`config.mk`:
```
export PLATFORM = sky130hd
export DESIGN_NAME = fb_draw_arbiter
export DESIGN_NICKNAME = d
export VERILOG_FILES = /design/src/rtl/fb_draw_arbiter.sv
export SDC_FILE = /design/constraint.sdc
export NUM_CORES = 1
export LEC_CHECK = 0
export ABC_AREA = 1
export BUFFER_PORTS_ARGS = -buffer_cell sky130_fd_sc_hd__clkbuf_2
export CAP_MARGIN = 40
export CORE_MARGIN = 2
export CORE_UTILIZATION = 35
export CTS_BUF_LIST = sky130_fd_sc_hd__clkbuf_4 sky130_fd_sc_hd__clkbuf_8
export CTS_CLUSTER_SIZE = 8
export DETAILED_ROUTE_END_ITERATION = 10
export MAX_ROUTING_LAYER = met4
export PLACE_DENSITY = 0.62
export SYNTH_ARGS = -nofsm -noshare
export SYNTH_HDL_FRONTEND = slang
export SYNTH_SLANG_ARGS = --single-unit
```
`constraint.sdc`:
```
create_clock -name clk -period 2.9 [get_ports clk]
set_input_delay 0.29 -clock clk [delete_from_list [all_inputs] [get_ports clk]]
set_output_delay 0.29 -clock clk [all_outputs]
set_load 0.03 [all_outputs]
```
`src/rtl/fb_draw_arbiter.sv`:
```
// Round-robin arbiter sharing one framebuffer write port between two drawing engines.
// Two-stage pipeline: accept and bounds-check, then linear address and write strobe.
module fb_draw_arbiter #(
    parameter int CORDW     = 9,
    parameter int FB_WIDTH  = 320,
    parameter int FB_HEIGHT = 240,
    parameter int ADDRW     = 17,
    parameter int DATAW     = 4,
    parameter int BURST     = 16,
    parameter int WIN_ONLY  = 0
) (
    input  logic             clk,
    input  logic             rst,
    input  logic             win,
    input  logic             req0_valid,
    output logic             req0_ready,
    input  logic [CORDW-1:0] req0_x,
    input  logic [CORDW-1:0] req0_y,
    input  logic [DATAW-1:0] req0_cidx,
    input  logic             req1_valid,
    output logic             req1_ready,
    input  logic [CORDW-1:0] req1_x,
    input  logic [CORDW-1:0] req1_y,
    input  logic [DATAW-1:0] req1_cidx,
    output logic             fb_we,
    output logic [ADDRW-1:0] fb_addr,
    output logic [DATAW-1:0] fb_cidx,
    output logic             owner,
    output logic             drop,
    output logic             busy
);
    localparam int CNTW = (BURST > 1) ? $clog2(BURST) : 1;
    localparam int CW1  = CORDW + 1;
    localparam logic [CNTW-1:0]  BURST_MAX = CNTW'(BURST - 1);
    localparam logic [CORDW:0]   FB_W_LIM  = CW1'(FB_WIDTH);
    localparam logic [CORDW:0]   FB_H_LIM  = CW1'(FB_HEIGHT);
    localparam logic [ADDRW-1:0] FB_W_A    = ADDRW'(FB_WIDTH);

    logic            owner_q, owner_d;
    logic [CNTW-1:0] burst_cnt_q, burst_cnt_d;

    logic             s1_valid_q, s1_valid_d;
    logic             s1_oob_q, s1_oob_d;
    logic [CORDW-1:0] s1_x_q, s1_x_d;
    logic [CORDW-1:0] s1_y_q, s1_y_d;
    logic [DATAW-1:0] s1_cidx_q, s1_cidx_d;

    logic             fb_we_q, fb_we_d;
    logic             drop_q, drop_d;
    logic [ADDRW-1:0] fb_addr_q, fb_addr_d;
    logic [DATAW-1:0] fb_cidx_q, fb_cidx_d;

    logic             en;
    logic             owner_valid, other_valid;
    logic             grant_owner, grant_other;
    logic             grant0, grant1;
    logic             accept;
    logic [CORDW-1:0] sel_x, sel_y;
    logic [DATAW-1:0] sel_cidx;

    // Handshake: a pixel moves on a rising edge where valid && ready; ready is
    // combinational and valid must never wait on ready.
    always_comb begin
        en          = (WIN_ONLY == 0) || win;
        owner_valid = owner_q ? req1_valid : req0_valid;
        other_valid = owner_q ? req0_valid : req1_valid;
        grant_owner = owner_valid && (!other_valid || (burst_cnt_q < BURST_MAX));
        grant_other = !grant_owner && other_valid;
        grant0      = owner_q ? grant_other : grant_owner;
        grant1      = owner_q ? grant_owner : grant_other;
        req0_ready  = !rst && en && grant0;
        req1_ready  = !rst && en && grant1;
        accept      = req0_ready || req1_ready;
        sel_x       = grant1 ? req1_x    : req0_x;
        sel_y       = grant1 ? req1_y    : req0_y;
        sel_cidx    = grant1 ? req1_cidx : req0_cidx;
    end

    // Priority state freezes entirely while the write window is closed.
    always_comb begin
        owner_d     = owner_q;
        burst_cnt_d = burst_cnt_q;
        if (en) begin
            if (accept && grant_owner) begin
                if (burst_cnt_q != BURST_MAX) begin
                    burst_cnt_d = burst_cnt_q + 1'b1;
                end
            end else if (accept && grant_other) begin
                owner_d     = !owner_q;
                burst_cnt_d = '0;
            end else if (!owner_valid) begin
                burst_cnt_d = '0;
            end
        end
    end

    always_comb begin
        s1_valid_d = accept;
        s1_x_d     = s1_x_q;
        s1_y_d     = s1_y_q;
        s1_cidx_d  = s1_cidx_q;
        s1_oob_d   = s1_oob_q;
        if (accept) begin
            s1_x_d    = sel_x;
            s1_y_d    = sel_y;
            s1_cidx_d = sel_cidx;
            s1_oob_d  = ({1'b0, sel_x} >= FB_W_LIM) || ({1'b0, sel_y} >= FB_H_LIM);
        end
    end

    // Off-screen pixels leave address and data untouched so the port only moves on real writes.
    always_comb begin
        fb_we_d   = s1_valid_q && !s1_oob_q;
        drop_d    = s1_valid_q && s1_oob_q;
        fb_addr_d = fb_addr_q;
        fb_cidx_d = fb_cidx_q;
        if (fb_we_d) begin
            fb_addr_d = ADDRW'(s1_y_q) * FB_W_A + ADDRW'(s1_x_q);
            fb_cidx_d = s1_cidx_q;
        end
    end

    always_ff @(posedge clk or posedge rst) begin
        if (rst) begin
            owner_q     <= 1'b0;
            burst_cnt_q <= '0;
            s1_valid_q  <= 1'b0;
            s1_oob_q    <= 1'b0;
            s1_x_q      <= '0;
            s1_y_q      <= '0;
            s1_cidx_q   <= '0;
            fb_we_q     <= 1'b0;
            drop_q      <= 1'b0;
            fb_addr_q   <= '0;
            fb_cidx_q   <= '0;
        end else begin
            owner_q     <= owner_d;
            burst_cnt_q <= burst_cnt_d;
            s1_valid_q  <= s1_valid_d;
            s1_oob_q    <= s1_oob_d;
            s1_x_q      <= s1_x_d;
            s1_y_q      <= s1_y_d;
            s1_cidx_q   <= s1_cidx_d;
            fb_we_q     <= fb_we_d;
            drop_q      <= drop_d;
            fb_addr_q   <= fb_addr_d;
            fb_cidx_q   <= fb_cidx_d;
        end
    end

    assign fb_we   = fb_we_q;
    assign fb_addr = fb_addr_q;
    assign fb_cidx = fb_cidx_q;
    assign owner   = owner_q;
    assign drop    = drop_q;
    assign busy    = s1_valid_q || fb_we_q;

endmodule
```
After elaboration in Yosys (flattened, before gate mapping)
Index checks and enable logic that the tools add are counted.
Widths: inputs -> output; s select.

word-level totals
  register bits = 52
  word-level logic and storage cells = 51

operators by class
  add/subtract/negate cells = 2
  multiply operators = 1
  order comparisons = 3
  eq/ne operators = 3
  mux-type cells = 11
  bitwise operators = 1
  reduce and logical (&&, ||, !) cells = 19

operators with widths
  cell                  count
  $mux 4                5
  $mux 9                2
  $add 17x9->17         1
  $mul 9x3->11 const B  1
  $ge 9x8->1 const B    1
  $ge 9x9->1 const B    1
  $logic_and 1x1->1     8
  $logic_not 1->1       5
  $add 4x1->4 const B   1
  $logic_or 1x1->1      4
  $lt 4x4->1 const B    1
  $mux 1                4
  $ne 4x4->1 const B    1
  $reduce_and 2->1      2
  $ne 3x1->1 const B    1
  $ne 2x1->1 const B    1
  $not 1->1             1

Logic depth before layout (Yosys ltp)
  depth after elaboration = 12
  mapped depth = 15

Least setup slack after synthesis
Ideal clock, no wire load.

  path type = input port to flip-flop
  from = input port rst
  to = register owner_q, in the netlist owner
  setup time = 125 ps
  arrival time = 2271 ps
  required time = 2775 ps
  setup slack = 503 ps
  stages = 7
  path buffers = 1
  cell sequence = inv_1 nand2_1 nand3b_2 nand2_4 buf_6 nand2_1 xor2_1

between the ends
  cells in the longest elaborated chain, start to end = 6
  elaborated cells on any way between the ends = 8

RTL lines
  element                               RTL line  source
  from (decl)                           13        input logic rst,
  $logic_not 1->1 (no line) (*)         n/a
  $logic_and 1x1->1 (on tied branches)  71, 72
  $logic_or 1x1->1 (*)                  73        accept = req0_ready || req1_ready;
  $logic_and 1x1->1                     84        if (accept && grant_owner) begin
  $not 1->1 (no line)                   n/a
  $reduce_and 2->1 (no line) (*)        n/a
  to (signal assigned)                  137       owner_q <= owner_d;
  to (decl)                             39        logic owner_q, owner_d;

Mark *: on every way between the ends. The rest lies on a longest branch, timed or not.
A chain may end at the register's enable or synchronous reset.

Worst setup path after layout
  from = register s1_y_q[1]
  to = register fb_addr_q[15], in the netlist fb_addr[15]

between the ends
  cells in the longest elaborated chain, start to end = 2

RTL lines
  element                 RTL line  source
  from (decl)             45        logic [CORDW-1:0] s1_y_q, s1_y_d;
  from (signal assigned)  142       s1_y_q <= s1_y_d;
  $mul 9x3->11            118       fb_addr_d = ADDRW'(s1_y_q) * FB_W_A + ADDRW'(s1_x_q);
  $add 17x9->17           118
  to (signal assigned)    146       fb_addr_q <= fb_addr_d;
  to (decl)               50        logic [ADDRW-1:0] fb_addr_q, fb_addr_d;

Every way passes these cells.

==> results by group <==
Run status
  • Outcome: finished, final reports clean

Layout
  • Syn-to-layout area delta: 20.1%
  • Register area: 0.00130 mm2
  • Area of the multi-input gates: 0.00158 mm2
  • Utilization after layout: 42.7%
  • N_diodes: 0
  • Layout cell share with drive strength beyond 1: 20.8%
  • Fillers: 919
  • Nets: 543

CTS
  • # clock sinks: 52
  • TritonCTS buffer count: 5
  • Worst-Skew Late Latency: 0.31 ns
  • Clk buf depth: 2
  • Post-CTS Setup Repair Bufs: 0
  • CTS resizes: 0
  • CTS root buf: clkbuf_8
  • CTS Hold Bufs: 1
  • Htree depth: 2
  • TritonCTS clock tree: yes
  • Register clock-pin slew on the reported worst setup and hold paths: 0.10 ns

Routing
  • Iter 0 DRT Violations: 101
  • Vias per cell: 4.65
  • Routed Antenna Nets: 0
  • # DRC: 0
  • Wirelength, routed: 7110 um
  • Pre-Repair DR Iteration Count: 5
  • Average wire per standard cell: 12.2 um
  • Via count: 2,710

Floorplanning
  • Rows: 34
  • Die W: 97.5 um
  • Ports: 76
  • DIE HEIGHT: 97.5 um
  • Initial Util: 35.6%
  • Die area: 0.00950 mm2
  • CORE AREA: 0.00859 mm2

Worst setup path
  • Crit Reg-Reg Startpoint: s1_y_q[1]
  • R2R Path End: fb_addr[15]
  • Worst path cell trace: ha_1 > ha_1 > fa_1 > nand2_1 > inv_1 > o21ai_0 > a21oi_1 > nand3_1 > nor2_1 > nand2_1 > nand3_1 > nand2_1
  • CP endpoint: fb_addr[15]
  • Most used cell, CP: nand2_1
  • CP startpoint kind: register
  • Largest stage delay on the critical path: 0.58 ns
  • Critical path endpoint category: register
  • Crit path required time: 3.10 ns
  • Worst Setup SP: s1_y_q[1]
  • CP max stage cell: fa_1
  • Worst reg-to-reg path cell count: 12
  • FF-to-FF setup slack: 0.31 ns
  • CP Max Fanout: 4
  • Crit Path Class: reg -> reg
  • Arr. time, crit path: 2.79 ns

STA
  • Period utilization: 89.3%
  • Final clock skew: 0.00913 ns
  • Final worst slack: 0.309 ns
  • TNS Setup: 0 ns
  • Final slew viol count: 0
  • Period minus WS final: 2.59 ns
  • RSZ-0062 raised after global routing: false
  • Peak Freq: 386 MHz
  • Final number of hold-violating endpoints: 0
  • # setup viols final: 0
  • Worst Tran Pin Value: 0.619 ns
  • Slew headroom: 58.5%

Global routing
  • Met1 usage: 22.6%
  • Top Usage Layer GRT: met2
  • First-pass GRT wire length: 12,200 um
  • M2 GR Usage: 23.9%
  • Largest net degree at the start of global routing: 51
  • Initial antenna violation count: 0
  • Grt ovf: 0
  • Vias in the first global route: 2,583
  • GR Util met3: 3.17%
  • Total global-route track usage: 15.9%

Logic synthesis
  • FF+latch count, synth: 52
  • EDFF count, synth: 0
  • Mapped Cells: 399
  • Sequential fraction of the synthesis area: 42.6%
  • Most common cell in the netlist: nand2_1
  • Syn_nets: 468
  • Mapped Avg Cell Area: 7.66 um2
  • Synth area leaders: dfrtp_1 43%, nand2_1 19%, ha_1 7.4%, nand3_1 4.6%, inv_1 3.8%
  • Most used DFF post-synth: dfrtp_1
  • Yosys warns: 0
  • Ys async rst share: 100%
  • Synth cell types: 31
  • Cell Area, Synth: 0.00306 mm2
  • Post-synth top area share: 42.6%
  • Synth area leader: dfrtp_1
  • Most instantiated cells after synthesis: 156 x nand2_1, 52 x dfrtp_1, 31 x inv_1

Placement
  • Final HPWL DP: 5500 um
  • RePlAce Congestion: 0.858
  • Place WS: 0.342 ns
  • Port Buffers: 74

Hold path
  • Hold Crit Class: in -> reg

Power
  • Max VDD drop: 0.478 mV
  • Pwr dens: 1430 mW/mm2
  • LEAKAGE: 2.03 nW

Job
  • Maxcap violations: 0
[layout make-up]
cell class | instances | area share, %
clock inverter | 3 | 1.87
tap | 108 | 3.68
inverter | 34 | 3.47
multi-input combinational | 304 | 42.9
sequential | 52 | 35.4
clock buffer | 5 | 1.87
timing repair buffer | 77 | 10.8
[placed cells by master (no fill, tap or decap), drive strengths merged, types with 2 or more instances in the layout]
master	n
bufinv	2
nand3	30
nand2	163
ha	18
nor2	28
nand4	7
clkbuf	79
a31oi	18
inv	34
o21ai	15
a21oi	7
dfrtp	52
fa	2
nand3b	3
xor2	5
xnor2	4
buf	2
[through the flow]
step / cells / instance area, um2 / power, W / hold slack (ns)
final: 583 / 3670 / 0.00526 / 0.214
after global routing: 583 / 3670 / 0.00584 / 0.214
after CTS: 583 / 3670 / 0.00532 / 0.202
after detailed placement: 574 / 3530 / 0.00469 / 0.182
after global placement: 574 / 3530 / 0.00461 / 0.184
after floorplan: 399 / 3060 / 0.00395 / 0.445
[registers in the layout, summed over array words and instances, names as in the netlist]
register / flops
burst_cnt_q: 4
drop: 1
fb_addr: 17
fb_cidx: 4
fb_we: 1
owner: 1
s1_cidx_q: 4
s1_oob_q: 1
s1_valid_q: 1
s1_x_q: 9
s1_y_q: 9
[worst max-delay path: cells and delay by family, from the launching register on]
kind / cells / cell delay, ns
compound gates: 2 / 0.32
fa+ha+maj: 3 / 1.14
buf+inv: 1 / 0.06
flops: 1 / 0.43
simple gates: 6 / 0.51
[worst min-delay path by stage]
stage                             from      endpoint  cells past startpoint  slack, ns
after floorplan           req1_cidx[0]  s1_cidx_q[0]                      2       0.44
after detailed placement           rst      s1_oob_q                      2       0.18
after global placement             rst      s1_oob_q                      2       0.18
after CTS                    req1_y[0]     s1_y_q[0]                      3       0.20
after global routing      req0_cidx[1]  s1_cidx_q[1]                      3       0.21
final                     req0_cidx[2]  s1_cidx_q[2]                      3       0.21
[cell families after synthesis]
kind of cell               after synthesis  synth area share [%]
AOI/OAI and AO/OA                       43                  8.14
xor gates and xnor gates                 9                  2.58
adders and majority gates               20                  8.67
buffers and inverters                   43                  5.89
DFF                                     52                  42.6
and+or+nand+nor                        232                  32.2
[where the power goes]
part           internal, W  switching (W)  total (W)
logic              0.00117        0.00217    0.00334
registers          0.00108       0.000252    0.00133
clock network     0.000347       0.000245   0.000593
total              0.00260        0.00266    0.00526
[per-layer routing]
layer,vias up,wire length [um],part of all wire (%)
met5,-,0,0
met2,59,3100,44
met1,1198,3650,51
met3,6,287,4.0
met4,0,80,1.1
li1,1447,-,-
Note: power is estimated with default switching activity, not from simulation.
